$ cat src/rtl/mem_port_arbiter.sv
// ---------------------------------------------------------------------------
// mem_port_arbiter
//   Shares one single-ported RAM between instruction fetch and data
//   load/store. Each access runs as a request/ack transaction on the RAM side.
//   Completion is reported to each requester as a one-cycle ready pulse.
//   Data has priority over fetch. An anti-starvation counter forces a fetch
//   grant after STARVE_LIMIT back-to-back data grants. A watchdog aborts any
//   access whose ram_ack never arrives.
//
// Ports
//   clk, rst          rising-edge clock, asynchronous active-high reset
//   i_req/i_addr      fetch request (held until i_ready) and PC address
//   i_data/i_ready    fetched word, one-cycle completion pulse
//   d_ren/d_wen       data read / write request (held until d_ready)
//   d_addr/d_wdata    data address and store data
//   d_rdata/d_ready   load data, one-cycle completion pulse
//   ram_ren/ram_wen   RAM strobes, held for the whole access
//   ram_addr/ram_wdata RAM address and write data, stable during an access
//   ram_rdata/ram_ack RAM read data and one-cycle completion
//   busy              high while an access is outstanding
//   timeout           one-cycle pulse when the watchdog aborts an access
// All outputs are registered.
// ---------------------------------------------------------------------------
module mem_port_arbiter #(
  parameter int ADDR_W       = 32,
  parameter int DATA_W       = 32,
  parameter int STARVE_LIMIT = 4,
  parameter int TIMEOUT      = 16
) (
  input  logic              clk,
  input  logic              rst,
  input  logic              i_req,
  input  logic [ADDR_W-1:0] i_addr,
  output logic [DATA_W-1:0] i_data,
  output logic              i_ready,
  input  logic              d_ren,
  input  logic              d_wen,
  input  logic [ADDR_W-1:0] d_addr,
  input  logic [DATA_W-1:0] d_wdata,
  output logic [DATA_W-1:0] d_rdata,
  output logic              d_ready,
  output logic              ram_ren,
  output logic              ram_wen,
  output logic [ADDR_W-1:0] ram_addr,
  output logic [DATA_W-1:0] ram_wdata,
  input  logic [DATA_W-1:0] ram_rdata,
  input  logic              ram_ack,
  output logic              busy,
  output logic              timeout
);

  localparam int SC_W = $clog2(STARVE_LIMIT + 1);
  localparam int WD_W = (TIMEOUT > 2) ? $clog2(TIMEOUT) : 1;

  typedef enum logic [1:0] {
    IDLE  = 2'd0,
    FETCH = 2'd1,
    DATA  = 2'd2
  } state_t;

  state_t            state, state_n;
  logic [SC_W-1:0]   starve_cnt, starve_n;
  logic [WD_W-1:0]   wd_cnt, wd_n;

  logic              ren_n, wen_n, busy_n, timeout_n, iready_n, dready_n;
  logic [ADDR_W-1:0] addr_n;
  logic [DATA_W-1:0] wdata_n, idata_n, drdata_n;

  logic d_any, i_pend, pick_d, pick_i, grant_d, grant_i, starve_ok;

  // Arbitration is decided on the raw request lines. A port whose ready pulse
  // is high still holds its (already served) request for this one cycle, so
  // it must not be issued again; if it is the winner the cycle simply idles.
  // Letting the loser jump ahead here would bypass the starvation counter.
  assign d_any     = d_ren | d_wen;
  assign i_pend    = i_req & ~i_ready;
  assign starve_ok = (starve_cnt < SC_W'(STARVE_LIMIT));
  assign pick_d    = d_any & (starve_ok | ~i_req);
  assign pick_i    = i_req & ~pick_d;
  assign grant_d   = pick_d & ~d_ready;
  assign grant_i   = pick_i & ~i_ready;

  always_comb begin
    // NOTE: every signal written here gets a default first so no latch is inferred.
    state_n   = state;
    starve_n  = starve_cnt;
    wd_n      = wd_cnt;
    ren_n     = ram_ren;
    wen_n     = ram_wen;
    addr_n    = ram_addr;
    wdata_n   = ram_wdata;
    idata_n   = i_data;
    drdata_n  = d_rdata;
    busy_n    = busy;
    iready_n  = 1'b0;
    dready_n  = 1'b0;
    timeout_n = 1'b0;

    unique case (state)
      IDLE: begin
        if (grant_d) begin
          state_n = DATA;
          busy_n  = 1'b1;
          wd_n    = '0;
          addr_n  = d_addr;
          wdata_n = d_wdata;
          // A simultaneous read+write request is treated as a write only.
          wen_n   = d_wen;
          ren_n   = ~d_wen;
          if (i_pend)
            starve_n = (starve_cnt == SC_W'(STARVE_LIMIT)) ? starve_cnt
                                                           : starve_cnt + SC_W'(1);
          else
            starve_n = '0;
        end else if (grant_i) begin
          state_n  = FETCH;
          busy_n   = 1'b1;
          wd_n     = '0;
          addr_n   = i_addr;
          ren_n    = 1'b1;
          wen_n    = 1'b0;
          starve_n = '0;
        end
      end

      FETCH, DATA: begin
        if (ram_ack) begin
          state_n = IDLE;
          busy_n  = 1'b0;
          ren_n   = 1'b0;
          wen_n   = 1'b0;
          if (state == FETCH) begin
            idata_n  = ram_rdata;
            iready_n = 1'b1;
          end else begin
            if (!ram_wen) drdata_n = ram_rdata;
            dready_n = 1'b1;
          end
        end else if (wd_cnt == WD_W'(TIMEOUT - 1)) begin
          // Abort: the requester still holds its request and is reissued.
          state_n   = IDLE;
          busy_n    = 1'b0;
          ren_n     = 1'b0;
          wen_n     = 1'b0;
          timeout_n = 1'b1;
        end else begin
          wd_n = wd_cnt + WD_W'(1);
        end
      end

      default: begin
        state_n = IDLE;
        busy_n  = 1'b0;
        ren_n   = 1'b0;
        wen_n   = 1'b0;
      end
    endcase
  end

  always_ff @(posedge clk or posedge rst) begin
    if (rst) begin
      state      <= IDLE;
      starve_cnt <= '0;
      wd_cnt     <= '0;
      ram_ren    <= 1'b0;
      ram_wen    <= 1'b0;
      ram_addr   <= '0;
      ram_wdata  <= '0;
      i_data     <= '0;
      d_rdata    <= '0;
      i_ready    <= 1'b0;
      d_ready    <= 1'b0;
      busy       <= 1'b0;
      timeout    <= 1'b0;
    end else begin
      // NOTE: sequential state is updated with non-blocking assignments only.
      state      <= state_n;
      starve_cnt <= starve_n;
      wd_cnt     <= wd_n;
      ram_ren    <= ren_n;
      ram_wen    <= wen_n;
      ram_addr   <= addr_n;
      ram_wdata  <= wdata_n;
      i_data     <= idata_n;
      d_rdata    <= drdata_n;
      i_ready    <= iready_n;
      d_ready    <= dready_n;
      busy       <= busy_n;
      timeout    <= timeout_n;
    end
  end

endmodule

$ cat config.mk
export PLATFORM = sky130hd
export DESIGN_NAME = mem_port_arbiter
export DESIGN_NICKNAME = d
export VERILOG_FILES = /design/src/rtl/mem_port_arbiter.sv
export SDC_FILE = /design/constraint.sdc
export NUM_CORES = 1
export LEC_CHECK = 0
export ABC_CLOCK_PERIOD_IN_PS = 6300
export BUFFER_PORTS_ARGS = -buffer_cell sky130_fd_sc_hd__buf_2
export CAP_MARGIN = 20
export CELL_PAD_IN_SITES_DETAIL_PLACEMENT = 1
export CELL_PAD_IN_SITES_GLOBAL_PLACEMENT = 2
export CORE_ASPECT_RATIO = 0.9
export CORE_MARGIN = 2
export CORE_UTILIZATION = 32
export DETAILED_ROUTE_END_ITERATION = 7
export PLACE_DENSITY = 0.87
export SLEW_MARGIN = 10
export SYNTH_ARGS = -nofsm -noshare
export SYNTH_HDL_FRONTEND = slang
export SYNTH_SLANG_ARGS = --single-unit
$ cat constraint.sdc
create_clock -name clk -period 6.3 [get_ports clk]
set_clock_uncertainty 0.2 [all_clocks]
set_input_delay 0 -clock clk [delete_from_list [all_inputs] [get_ports clk]]
set_output_delay 0 -clock clk [all_outputs]
set_load 0.1 [all_outputs]
==> results, run 1 <==
- The run finished with clean final reports.
- The capturing element type of the critical path is a flip-flop.
- The minimum clock period after layout is 2670 ps.
- The final total negative setup slack is 0 ps.
- The total routing usage reported by global routing is 0.206.
- The final RePlAce weighted congestion is slightly below 0.8.
- The number of instances resized during post-cts repair is 0.
- Dividing the synthesized area by the synthesized cell count gives about 14 um^2.
- The count of final setup violators is 0.
- The worst path arrival time is 2740 ps.
- The effective utilization at floorplan is 0.328.
- Summing all multi-input logic gate instances after layout gives 2310 um^2.
- The clock-pin slew on the worst setup and hold paths is roughly 60 ps.
- The share of the synthesized area in the top cell type is 0.589.
- The initial antenna violation count came to 1.
- The iteration count of the initial detailed-routing pass is 4.
- The slew of the pin with the lowest slew margin is about 980 ps.
- STA puts the critical path data required time at roughly 6400 ps.
- The total clock buffers created by CTS is 17.
- The clock latency on the worst-skew pair is approximately 420 ps.
- The clock drives 143 sinks.
- The die outline height is around 130 um.
- Sorting the synthesized cells by area gives the leading types as sky130_fd_sc_hd__dfrtp_1 59%, sky130_fd_sc_hd__mux2_2 11%, sky130_fd_sc_hd__mux2_4 7.4%.
- Of the cells placed in the final design, the portion with a size suffix greater than 1 is 0.475.
- Of the available clock period, the critical path in the final layout requires 0.425.
- Entering global routing, the biggest net connects 78 pins.
- The final HPWL from detailed placement is 12200 um.
- The remaining number of nets flagged by the antenna check after routing is 0.
- The area of the die is slightly above 20000 um^2.
- The total of flip-flops plus latches after synthesis is 143.
- The number of global-route vias before repair is 5935.
- The number of buffers and inverters on the critical path is 2.
- The wire length per cell after detailed routing is 18.7 um.
- The number of DRC markers after the initial detailed-route iteration is 170.
- The biggest area consumer among synthesized cells is sky130_fd_sc_hd__dfrtp_1.
- The clock tree buffer depth is 2.
- The largest individual stage delay along the critical path comes from the cell sky130_fd_sc_hd__dlygate4sd3_1.
- The dominant synthesized flop cell is sky130_fd_sc_hd__dfrtp_1.
- The synthesized net count is 578.
- The tree is rooted in a sky130_fd_sc_hd__clkbuf_16.
- The core region is roughly 19000 um^2.
- The level count of the clock H-tree is 4.
- The floorplan row count is 47.
- The post-synthesis cell area is about 6100 um^2.
- The source of the critical timing path is starve_cnt[2].
- Among all cell types in the netlist, the one instantiated most often is sky130_fd_sc_hd__dfrtp_1.
- On the worst path, the slowest cell contributes a delay of slightly below 600 ps.
- Synthesis produced 439 cells.
- During placement, the flow inserted port buffers numbering ~270.
- Along the worst path, the maximum fanout reaches 36.
- Walking the worst path, the cells encountered are a21oi_2, and2_2, buf_4, mux2i_1, dlygate4sd3_1, o21ai_0.
- The total number of vias is 5188.
- Yosys mapped a number of flops with a built-in enable equal to 0.
- The class of the most critical hold timing path is input port to async pin.
- The number of distinct library cells after synthesis is 46.
- The max-slew headroom at the worst pin is 0.346.
- The I/O pin total is 268.
- The number of endpoints with negative hold slack in the final report is 0.
- The routed design has 20500 um of wire.
- Of the synthesized area, sequential elements account for 0.589.
- The count of final max-slew check failures is 0.
- The global-route wire length before repair is 32100 um.
- The fraction of synthesis flops using an asynchronous set or reset pin is 1.00.
- For this run, the post-layout net count is 974.
- Global routing finished with a remaining overflow of 0.
- The number of synthesis warnings is 0.
- The floorplan die width is 149 um.
- Setup repair after global routing left no endpoint under its margin.
- Max-cap violations in this run came to 0.
- STA classifies the critical path startpoint as a flip-flop.
- The area growth from synthesis to layout is 57.7%.
- Static timing analysis puts the maximum clock frequency at between 300 and 400 MHz.
- The critical path start-end classification is flip-flop to flip-flop.
- Counting instances in the post-synthesis netlist gives the leading cell types as 143 x sky130_fd_sc_hd__dfrtp_1, 60 x sky130_fd_sc_hd__mux2_2, 57 x sky130_fd_sc_hd__o21ai_0.
- The count of unresolved DRC violations after routing is 0.
- The total of fill cells in the finished design is slightly below 2000.
- The clock tree from TritonCTS is done.
- The total area of sequential cells is 3580 um^2.
- The category of cells accounting for the largest share of critical-path delay is buffers and inverters.
- The source of the worst register-to-register timing path is starve_cnt[2].
- The via count normalized by instance count is 4.75.
[flip-flops by register name, summed over array words and instances (netlist names), 2 cells and up]
register / count
wd_cnt: 4
d_rdata: 32
i_data: 32
ram_addr: 32
ram_wdata: 32
state: 2
starve_cnt: 3
[metal layers]
layer / track usage / up-vias / wire length [um]
met5: 0 / - / 0
met4: 0.0857 / 0 / 536
met3: 0.0537 / 38 / 1190
met2: 0.379 / 199 / 10900
met1: 0.223 / 2586 / 7840
li1: - / 2365 / -
[worst register-to-register path, stage by stage (launching register included)]
cell                            delay (ps)
sky130_fd_sc_hd__dfrtp_1               400
sky130_fd_sc_hd__a21oi_2               240
sky130_fd_sc_hd__and2_2                180
sky130_fd_sc_hd__buf_4                 480
sky130_fd_sc_hd__mux2i_1               350
sky130_fd_sc_hd__dlygate4sd3_1         590
sky130_fd_sc_hd__o21ai_0                80
[cell usage in the layout (no fill, tap or decap), types with 2 or more instances in the layout]
cell type / n
sky130_fd_sc_hd__buf_2: 267
sky130_fd_sc_hd__clkinvlp_4: 2
sky130_fd_sc_hd__nand3b_1: 2
sky130_fd_sc_hd__inv_6: 5
sky130_fd_sc_hd__bufinv_16: 4
sky130_fd_sc_hd__o21ai_1: 13
sky130_fd_sc_hd__dlygate4sd3_1: 133
sky130_fd_sc_hd__nand4_1: 3
sky130_fd_sc_hd__nand3_1: 8
sky130_fd_sc_hd__nor2_1: 2
sky130_fd_sc_hd__a211o_1: 2
sky130_fd_sc_hd__mux2_1: 6
sky130_fd_sc_hd__a21oi_1: 5
sky130_fd_sc_hd__a21o_1: 2
sky130_fd_sc_hd__mux2_4: 30
sky130_fd_sc_hd__buf_4: 4
sky130_fd_sc_hd__dfrtp_1: 143
sky130_fd_sc_hd__nand2_1: 7
sky130_fd_sc_hd__mux2i_1: 32
sky130_fd_sc_hd__inv_1: 7
sky130_fd_sc_hd__nand2b_1: 2
sky130_fd_sc_hd__mux2_2: 60
sky130_fd_sc_hd__clkinv_4: 2
sky130_fd_sc_hd__o21ai_0: 57
sky130_fd_sc_hd__and3b_1: 2
sky130_fd_sc_hd__clkbuf_16: 17
sky130_fd_sc_hd__ha_1: 5
[path summary, 6_finish.rpt]
path	endpoint	depth (start not counted)	slack, ps
worst max-delay path	ram_addr[20]	6	3630
worst min-delay path	ram_wdata[8]	3	30
worst max register to register	ram_addr[20]	6	3630
worst min register to register	d_rdata[17]	1	290
max in group asynchronous	ram_wdata[2]	4	4440
min in group clk	ram_wdata[23]	3	160
[final cells by class]
cell class	count	area share
repair buffers	405	0.284
clock buffers	17	0.0444
flip-flops and latches	143	0.373
inverters	8	0.00366
diodes	1	0.000261
multi-input cells	260	0.241
clock inverters	14	0.0213
well taps	245	0.0320
[per-stage QoR]
stage               setup WS (ps)  hold slack (ps)   util  instances  area [um^2]
floorplan                    2260            -65.3      -        439         6080
global placement             3720            -71.9  0.410        927         7590
detailed placement           3650            -54.1  0.411        928         7620
CTS                          3610             43.2  0.517       1092         9580
global route                 3480             76.3  0.517       1093         9580
finish                       3630             31.7  0.517       1093         9580
[kinds of logic (layout without fill, tap and decap cells)]
family	after synthesis	count (layout)	synth area share
flops	143	143	0.589
mux	128	128	0.249
compound gates	93	93	0.0869
buf+inv	36	444	0.0331
simple gates	34	34	0.0317
fa+ha+maj	5	5	0.0103
other cells	0	1	0
[what timing repair did]
action	in CTS	in global routing
hold buffers	133	0
setup endpoints to repair	0	0
endpoints found under the hold margin	202	0
buffers inserted	0	0
Power of run 1 is not shown: default switching activity piles up to over one toggle a cycle in this logic, so the estimate is an artifact.
==> run 2: changes to the inputs <==
--- a/config.mk
+++ b/config.mk
@@ -5,16 +5,17 @@
 export SDC_FILE = /design/constraint.sdc
 export NUM_CORES = 1
 export LEC_CHECK = 0
-export ABC_CLOCK_PERIOD_IN_PS = 6300
+export ABC_AREA = 1
+export ABC_CLOCK_PERIOD_IN_PS = 2380
 export BUFFER_PORTS_ARGS = -buffer_cell sky130_fd_sc_hd__buf_2
 export CAP_MARGIN = 20
 export CELL_PAD_IN_SITES_DETAIL_PLACEMENT = 1
 export CELL_PAD_IN_SITES_GLOBAL_PLACEMENT = 2
 export CORE_ASPECT_RATIO = 0.9
 export CORE_MARGIN = 2
-export CORE_UTILIZATION = 32
+export CORE_UTILIZATION = 24
 export DETAILED_ROUTE_END_ITERATION = 7
-export PLACE_DENSITY = 0.87
+export PLACE_DENSITY = 0.79
 export SLEW_MARGIN = 10
 export SYNTH_ARGS = -nofsm -noshare
 export SYNTH_HDL_FRONTEND = slang
==> constraint.sdc (replaced) <==
create_clock -name clk -period 2.38 [get_ports clk]
set_clock_uncertainty 0.2 [all_clocks]
set_input_delay 0 -clock clk [delete_from_list [all_inputs] [get_ports clk]]
set_output_delay 0 -clock clk [all_outputs]
set_load 0.1 [all_outputs]
==> run 2 against run 1 <==
Compared with the run above:
- fmax is 21% higher
- via count is 22% higher
- die area is 34% higher
- wire length is 11% higher
- synthesized cell count is 66% higher
- setup slack worse by 3500 ps
- flip-flop and latch count stayed put
- critical path type unchanged
- design area is 1.7% higher
- the run now ends with negative hold slack left
- highest routed layer unchanged
==> results, run 2 <==
- The max-capacitance violation count is 0 (unchanged).
- CTS placed an instance of sky130_fd_sc_hd__clkbuf_16 at the clock tree root.
- The initial antenna violation count is 1 (unchanged).
- The fraction of synthesis flops using an asynchronous set or reset pin is 1.00 (unchanged).
- The required time of the critical path is 2540 ps (-3820 ps).
- The effective utilization at floorplan came to 0.244 (-0.0836).
- The total number of vias is 6343 (+22%).
- The final-stage net count is 1256 (+29%).
- The total of fill cells in the finished design is 3039 (+55%).
- The cell count after synthesis is 728 (+66%).
- The slew of the pin with the lowest slew margin came to 809 ps (-172 ps).
- The I/O pin total is 268 (unchanged).
- The iteration count of the initial detailed-routing pass is 5 (+1).
- The clock tree buffer depth was 2 (unchanged).
- The clock latency on the worst-skew pair is 410 ps (about the same).
- The total of flip-flops plus latches after synthesis came to 143 (unchanged).
- The final routed wirelength across all metal layers is 22800 um (+11%).
- The floorplan die width came to 173 um (+16%).
- TritonCTS built the clock tree.
- The maximum fanout count along the critical path is 30 (-17%).
- The critical path start-end classification is flip-flop to flip-flop.
- The total clock sinks is 143 (unchanged).
- The count of final setup violators was 0 (unchanged).
- The flow ran to the end, but the final reports show violations.
- The global-route wire length before repair was 37500 um (+17%).
- The most numerous cell type found on the critical path is sky130_fd_sc_hd__nand2_1.
- The layout overhead on the synthesized area is 58.7%.
- The largest stage delay on the critical path came to 570 ps (-20 ps).
- The worst hold-check slack came to -12.8 ps (-44.5 ps).
- The final HPWL from detailed placement is 14900 um (+22%).
- The minimum clock period after layout is 2210 ps (-468 ps).
- The total of buffers placed on input and output ports is 267 (unchanged).
- The checks that failed: negative hold slack.
- The count of unresolved DRC violations after routing was 0 (unchanged).
- The number of cell instances on the worst register-to-register path was 7 (+1).
- The critical path buffer and inverter count is 2 (unchanged).
- The total routing usage reported by global routing is 0.173 (-0.0325).
- The count of final max-slew check failures is 0 (unchanged).
- The leading cell type in the layout, fill and taps excluded is sky130_fd_sc_hd__nand2_1.
- The share of the synthesized area in the top cell type was 0.583 (-0.00612).
- The maximum number of pins on one net before global-route repair is 144 (+85%).
- The number of synthesized flops with an enable pin was 0 (unchanged).
- The dominant synthesized flop cell is sky130_fd_sc_hd__dfrtp_1.
- The biggest area consumer among synthesized cells is sky130_fd_sc_hd__dfrtp_1.
- The highest-delay cell along the critical path is sky130_fd_sc_hd__dlygate4sd3_1.
- The fmax is 453 MHz (+21%).
- The category of cells accounting for the largest share of critical-path delay is buffers and inverters.
- The area of the die is 26900 um^2 (+34%).
- The post-synthesis sequential area ratio is 0.583 (-0.00612).
- The remaining number of nets flagged by the antenna check after routing was 0 (unchanged).
- The level count of the clock H-tree is 4 (unchanged).
- The layout cell share with drive strength beyond 1 is 0.288 (-0.187).
- The number of setup buffers added after CTS is 0 (unchanged).
- The share of the cycle needed by the critical path after routing is 0.927 (+0.502).
- The post-synthesis average cell area is 8.44 um^2 (-39%).
- The number of distinct library cells after synthesis is 24 (-48%).
- The number of endpoints with negative hold slack in the final report is 1 (+1).
- The commonest cells after synthesis are 323 x sky130_fd_sc_hd__nand2_1, 143 x sky130_fd_sc_hd__dfrtp_1, 67 x sky130_fd_sc_hd__o21ai_0.
- The clock-pin slew on the worst setup and hold paths is 70 ps (about the same).
- In the post-synthesis netlist, the biggest area contributors are sky130_fd_sc_hd__dfrtp_1 58%, sky130_fd_sc_hd__nand2_1 20%, sky130_fd_sc_hd__o21ai_0 5.5%.
- The number of stages on the worst setup path is 7 (+1).
- The final standard cell count with taps included and fillers excluded is 1473 (+35%).
- The number of synthesis warnings is 0 (unchanged).
- Among all cell types in the netlist, the one instantiated most often is sky130_fd_sc_hd__nand2_1.
- The core region area was 25100 um^2 (+36%).
- The library cells used most frequently in the layout, excluding fill and tap cells, are 322 x sky130_fd_sc_hd__nand2_1, 267 x sky130_fd_sc_hd__buf_2, 143 x sky130_fd_sc_hd__dfrtp_1.
- The hold path depth is 6.
- The total clock buffers created by CTS came to 17 (unchanged).
- The worst path arrival time was 2360 ps (-380 ps).
- The die outline height is 156 um (+16%).
- The synthesized net count is 867 (+50%).
- The wire length per cell after detailed routing is 15.5 um (-17%).
- The via count normalized by instance count is 4.31 (-9.3%).
- The instance count after placement with tap cells included is 1307 (+41%).
- The signal on the critical path passes through nand2_2, buf_6, nand4_1, nand2_1, dlygate4sd3_1, nand3_1, nand2_1.
- The launching element type of the critical path is a flip-flop.
- The capturing element type of the critical path is a flip-flop.
- The post-synthesis cell area was 6140 um^2 (+1.1%).
- The final RePlAce weighted congestion is 0.771 (-0.58%).
- The floorplan row count came to 55 (+17%).
- The number of DRC markers after the initial detailed-route iteration is 202 (+19%).
- The post-route core utilization is 0.388 (-0.129).
- The number of global-route vias before repair is 6937 (+17%).
- The max-slew headroom at the worst pin is 0.461 (+0.115).
- The class of the most critical hold timing path is input port to flip-flop.
- The final global-route overflow total was 0 (unchanged).
## run 2: final cells by class
class,count,area (um^2),area share
Multi-Input combinational cell,494,2190,0.225
Antenna cell,1,2.50,0.000257
Inverter,49,188,0.0193
Tap cell,342,428,0.0439
Clock buffer,18,439,0.0451
Clock inverter,14,123,0.0126
Sequential cell,143,3580,0.367
Timing Repair Buffer,412,2790,0.286
## run 2: per-stage QoR
| step | TNS, ps | area, um^2 | setup WS, ps |
|---|---|---|---|
| global route | -3.31 | 9740 | -3.31 |
| detailed placement | 0 | 7830 | 299 |
| global placement | 0 | 7830 | 368 |
| CTS | 0 | 9730 | 35.0 |
| finish | 0 | 9740 | 174 |
| floorplan | 0 | 6140 | 63.6 |
## run 2: cell families after synthesis
kind of cell,synth area share
and+or+nand+nor,0.288
DFF,0.583
buffers and inverters,0.0615
AOI/OAI and AO/OA,0.0577
adders and majority gates,0.0102
## run 2: worst paths after layout
kind                               start             to  slack (ps)
max                        starve_cnt[2]   ram_addr[14]         170
min                                d_ren       state[0]         -10
max reg2reg                starve_cnt[2]   ram_addr[14]         170
min reg2reg                ram_wdata[30]  ram_wdata[30]         270
max in group asynchronous            rst    ram_addr[1]        1220
min in group asynchronous            rst    d_rdata[23]         160
## run 2: worst register-to-register path, cell delays in order, from the launching register on
cell and delay [ps]:
sky130_fd_sc_hd__dfrtp_1 420, sky130_fd_sc_hd__nand2_2 170, sky130_fd_sc_hd__buf_6 270, sky130_fd_sc_hd__nand4_1 220, sky130_fd_sc_hd__nand2_1 130, sky130_fd_sc_hd__dlygate4sd3_1 570, sky130_fd_sc_hd__nand3_1 100, sky130_fd_sc_hd__nand2_1 80
## run 2: repair_timing
item | in CTS | in global routing
gates resized for setup | 0 | 3
hold endpoints to repair | 281 | 0
endpoints found under the setup margin | 0 | 30
hold buffers | 133 | 0
## run 2: routing by layer
metal | track usage | part of all wire | up-vias
li1 | - | - | 3087
met1 | 0.213 | 0.44 | 3026
met2 | 0.284 | 0.46 | 203
met3 | 0.0570 | 0.072 | 27
met4 | 0.0635 | 0.026 | 0
met5 | 0 | 0 | -
Power of run 2 is left out for the same reason.
==> run 3: changes to the inputs <==
--- a/config.mk
+++ b/config.mk
@@ -11,11 +11,12 @@
 export CAP_MARGIN = 20
 export CELL_PAD_IN_SITES_DETAIL_PLACEMENT = 1
 export CELL_PAD_IN_SITES_GLOBAL_PLACEMENT = 2
-export CORE_ASPECT_RATIO = 0.9
 export CORE_MARGIN = 2
 export CORE_UTILIZATION = 24
 export DETAILED_ROUTE_END_ITERATION = 7
 export PLACE_DENSITY = 0.79
+export RECOVER_POWER = 50
+export SETUP_SLACK_MARGIN = 0.2
 export SLEW_MARGIN = 10
 export SYNTH_ARGS = -nofsm -noshare
 export SYNTH_HDL_FRONTEND = slang
==> run 3 against run 2 <==
Compared with the run above:
- the flow now finishes without violations
- non-clock buffer count is 2 higher
- fmax increased by 12%
- flip-flop and latch count did not move
- via count up 1.3%
- sequential share of layout area is essentially flat
- critical path depth fell by 1
- highest routed layer unchanged
==> results, run 3 (synthesized netlist as in run 2, its figures left out) <==
- The largest stage delay on the critical path came to 390 ps (-180 ps).
- The post-route core utilization is 0.387 (-0.00113).
- The max-capacitance violation count is 0 (unchanged).
- The class of the most critical hold timing path is input port to flip-flop.
- The total of fill cells in the finished design is 3040 (+0.033%).
- The clock-pin slew on the worst setup and hold paths came to 60 ps (about the same).
- The clock tree from TritonCTS is done.
- The number of cell instances on the worst register-to-register path is 6 (-1).
- The share of the cycle needed by the critical path after routing was 0.828 (-0.0992).
- The floorplan die width is 164 um (-5.0%).
- The area of the die was 26900 um^2 (about the same).
- The final global-route overflow total was 0 (unchanged).
- The iteration count of the initial detailed-routing pass is 4 (-1).
- The final-stage net count is 1258 (+0.16%).
- The startpoint identified for the worst register-to-register timing path is i_ready.
- The global-route wire length before repair is 36200 um (-3.6%).
- The core region area came to 25200 um^2 (+0.25%).
- The worst reg-to-reg setup slack is 410 ps (+240 ps).
- The initial antenna violation count is 0 (-1).
- The remaining number of nets flagged by the antenna check after routing is 0 (unchanged).
- The total clock sinks came to 143 (unchanged).
- The final HPWL from detailed placement is 14800 um (-0.68%).
- The layout cell share with drive strength beyond 1 is 0.170 (-0.118).
- The number of setup buffers added after CTS is 0 (unchanged).
- The total of buffers placed on input and output ports is 267 (unchanged).
- The fmax is 508 MHz (+12%).
- The effective utilization at floorplan is 0.244 (-0.000620).
- The via count normalized by instance count was 4.39 (+2.0%).
- The clock latency on the worst-skew pair is 410 ps (about the same).
- The flow ran to the end, and the final reports show no timing, DRC or antenna violations.
- The category of cells accounting for the largest share of critical-path delay is simple AND/OR/NAND/NOR gates.
- The cell at the root of the clock tree is sky130_fd_sc_hd__clkbuf_16.
- The count of unresolved DRC violations after routing was 0 (unchanged).
- Setup repair after global routing left no endpoint under its margin.
- The worst hold path begins at d_ren.
- The max-slew headroom at the worst pin is 0.148 (-0.313).
- The final RePlAce weighted congestion was 0.736 (-4.6%).
- The final total negative setup slack came to 0 ps (unchanged).
- The required time of the critical path is 2460 ps (-80 ps).
- Leaving out fill and tap cells, the most frequent cell in the layout is sky130_fd_sc_hd__nand2_1.
- The count of final setup violators came to 0 (unchanged).
- The worst hold endpoint is state[1].
- STA classifies the critical path startpoint as a flip-flop.
- Traced cell by cell, the critical path runs through nor2_1, nand2_1, nand2_4, nand2_4, nand2_1, o21ai_0.
- The slew of the pin with the lowest slew margin came to 1280 ps (+475 ps).
- STA classifies the critical path endpoint as a flip-flop.
- The total clock buffers created by CTS is 17 (unchanged).
- The highest-delay cell along the critical path is sky130_fd_sc_hd__dfrtp_1.
- The number of global-route vias before repair is 6943 (+0.086%).
- The layout overhead on the synthesized area came to 58.6% (about the same).
- The clock tree buffer depth is 2 (unchanged).
- The total number of vias is 6424 (+1.3%).
- The minimum clock period after layout is 1970 ps (-236 ps).
- The maximum fanout count along the critical path was 37 (+23%).
- The total routing usage reported by global routing came to 0.171 (-0.00192).
- The count of final max-slew check failures is 0 (unchanged).
- The number of endpoints with negative hold slack in the final report is 0 (-1).
- The worst register-to-register path ends at starve_cnt[1].
- The level count of the clock H-tree is 4 (unchanged).
- The hold path depth was 7 (+1).
- The I/O pin total was 268 (unchanged).
- The number of DRC markers after the initial detailed-route iteration came to 240 (+19%).
- The floorplan row count is 58 (+5.5%).
- The worst path arrival time is 2050 ps (-310 ps).
- The maximum number of pins on one net before global-route repair is 66 (-54%).
- The final routed wirelength across all metal layers was 23000 um (+1.3%).
- The critical path buffer and inverter count was 0 (-2).
- The wire length per cell after detailed routing is 15.8 um (+2.0%).
- The die outline height is 164 um (+5.3%).
- In the layout the commonest cells are 322 x sky130_fd_sc_hd__nand2_1, 142 x sky130_fd_sc_hd__dfrtp_1, 135 x sky130_fd_sc_hd__clkbuf_1.
- The critical path in this run is classified as flip-flop to flip-flop.
-- run 3: per-layer routing --
metal	wire length [um]	global-route usage	vias to the layer above
li1	-	-	3089
met1	9980	0.207	3083
met2	10700	0.281	225
met3	1950	0.0631	27
met4	401	0.0582	0
met5	0	0	-
-- run 3: what timing repair did --
item                                    CTS  global route
gates resized for setup                   0             2
endpoints found under the hold margin   281             0
hold buffers                            133             0
endpoints found under the setup margin    0             5
-- run 3: how the worst max path moves through the flow --
stage	start	to	slack, ps	cells after the start
6_report	i_ready	starve_cnt[1]	410	6
3_3_place_gp	i_ready	starve_cnt[1]	410	6
5_1_grt	i_ready	starve_cnt[0]	240	5
4_1_cts	state[0]	d_rdata[11]	330	7
3_5_place_dp	state[0]	d_rdata[20]	320	7
2_1_floorplan	rst	d_ready	230	1
-- run 3: final cells by class --
class | count | area (um^2) | area share
Multi-Input combinational cell | 494 | 2190 | 0.225
Sequential cell | 143 | 3580 | 0.368
Clock inverter | 13 | 284 | 0.0292
Tap cell | 330 | 413 | 0.0424
Inverter | 49 | 185 | 0.0190
Timing Repair Buffer | 414 | 2660 | 0.273
Clock buffer | 18 | 429 | 0.0441
Antenna cell | 1 | 2.50 | 0.000257
-- run 3: per-stage QoR --
step	std cells	setup WS [ps]	area (um^2)	hold slack [ps]
floorplan	728	234	6150	-127
global placement	1297	409	7860	-120
detailed placement	1297	319	7860	-132
CTS	1461	332	9900	6.17
global route	1461	244	9740	54.3
finish	1462	410	9740	24.2
-- run 3: worst min-delay path, cell delays in order --
cell,delay (ps)
sky130_fd_sc_hd__buf_2,110
sky130_fd_sc_hd__inv_1,60
sky130_fd_sc_hd__nand2_2,70
sky130_fd_sc_hd__nand3_2,180
sky130_fd_sc_hd__nor2_8,50
sky130_fd_sc_hd__nand2_1,80
sky130_fd_sc_hd__nand2_1,60
Power of run 3 is left out for the same reason.
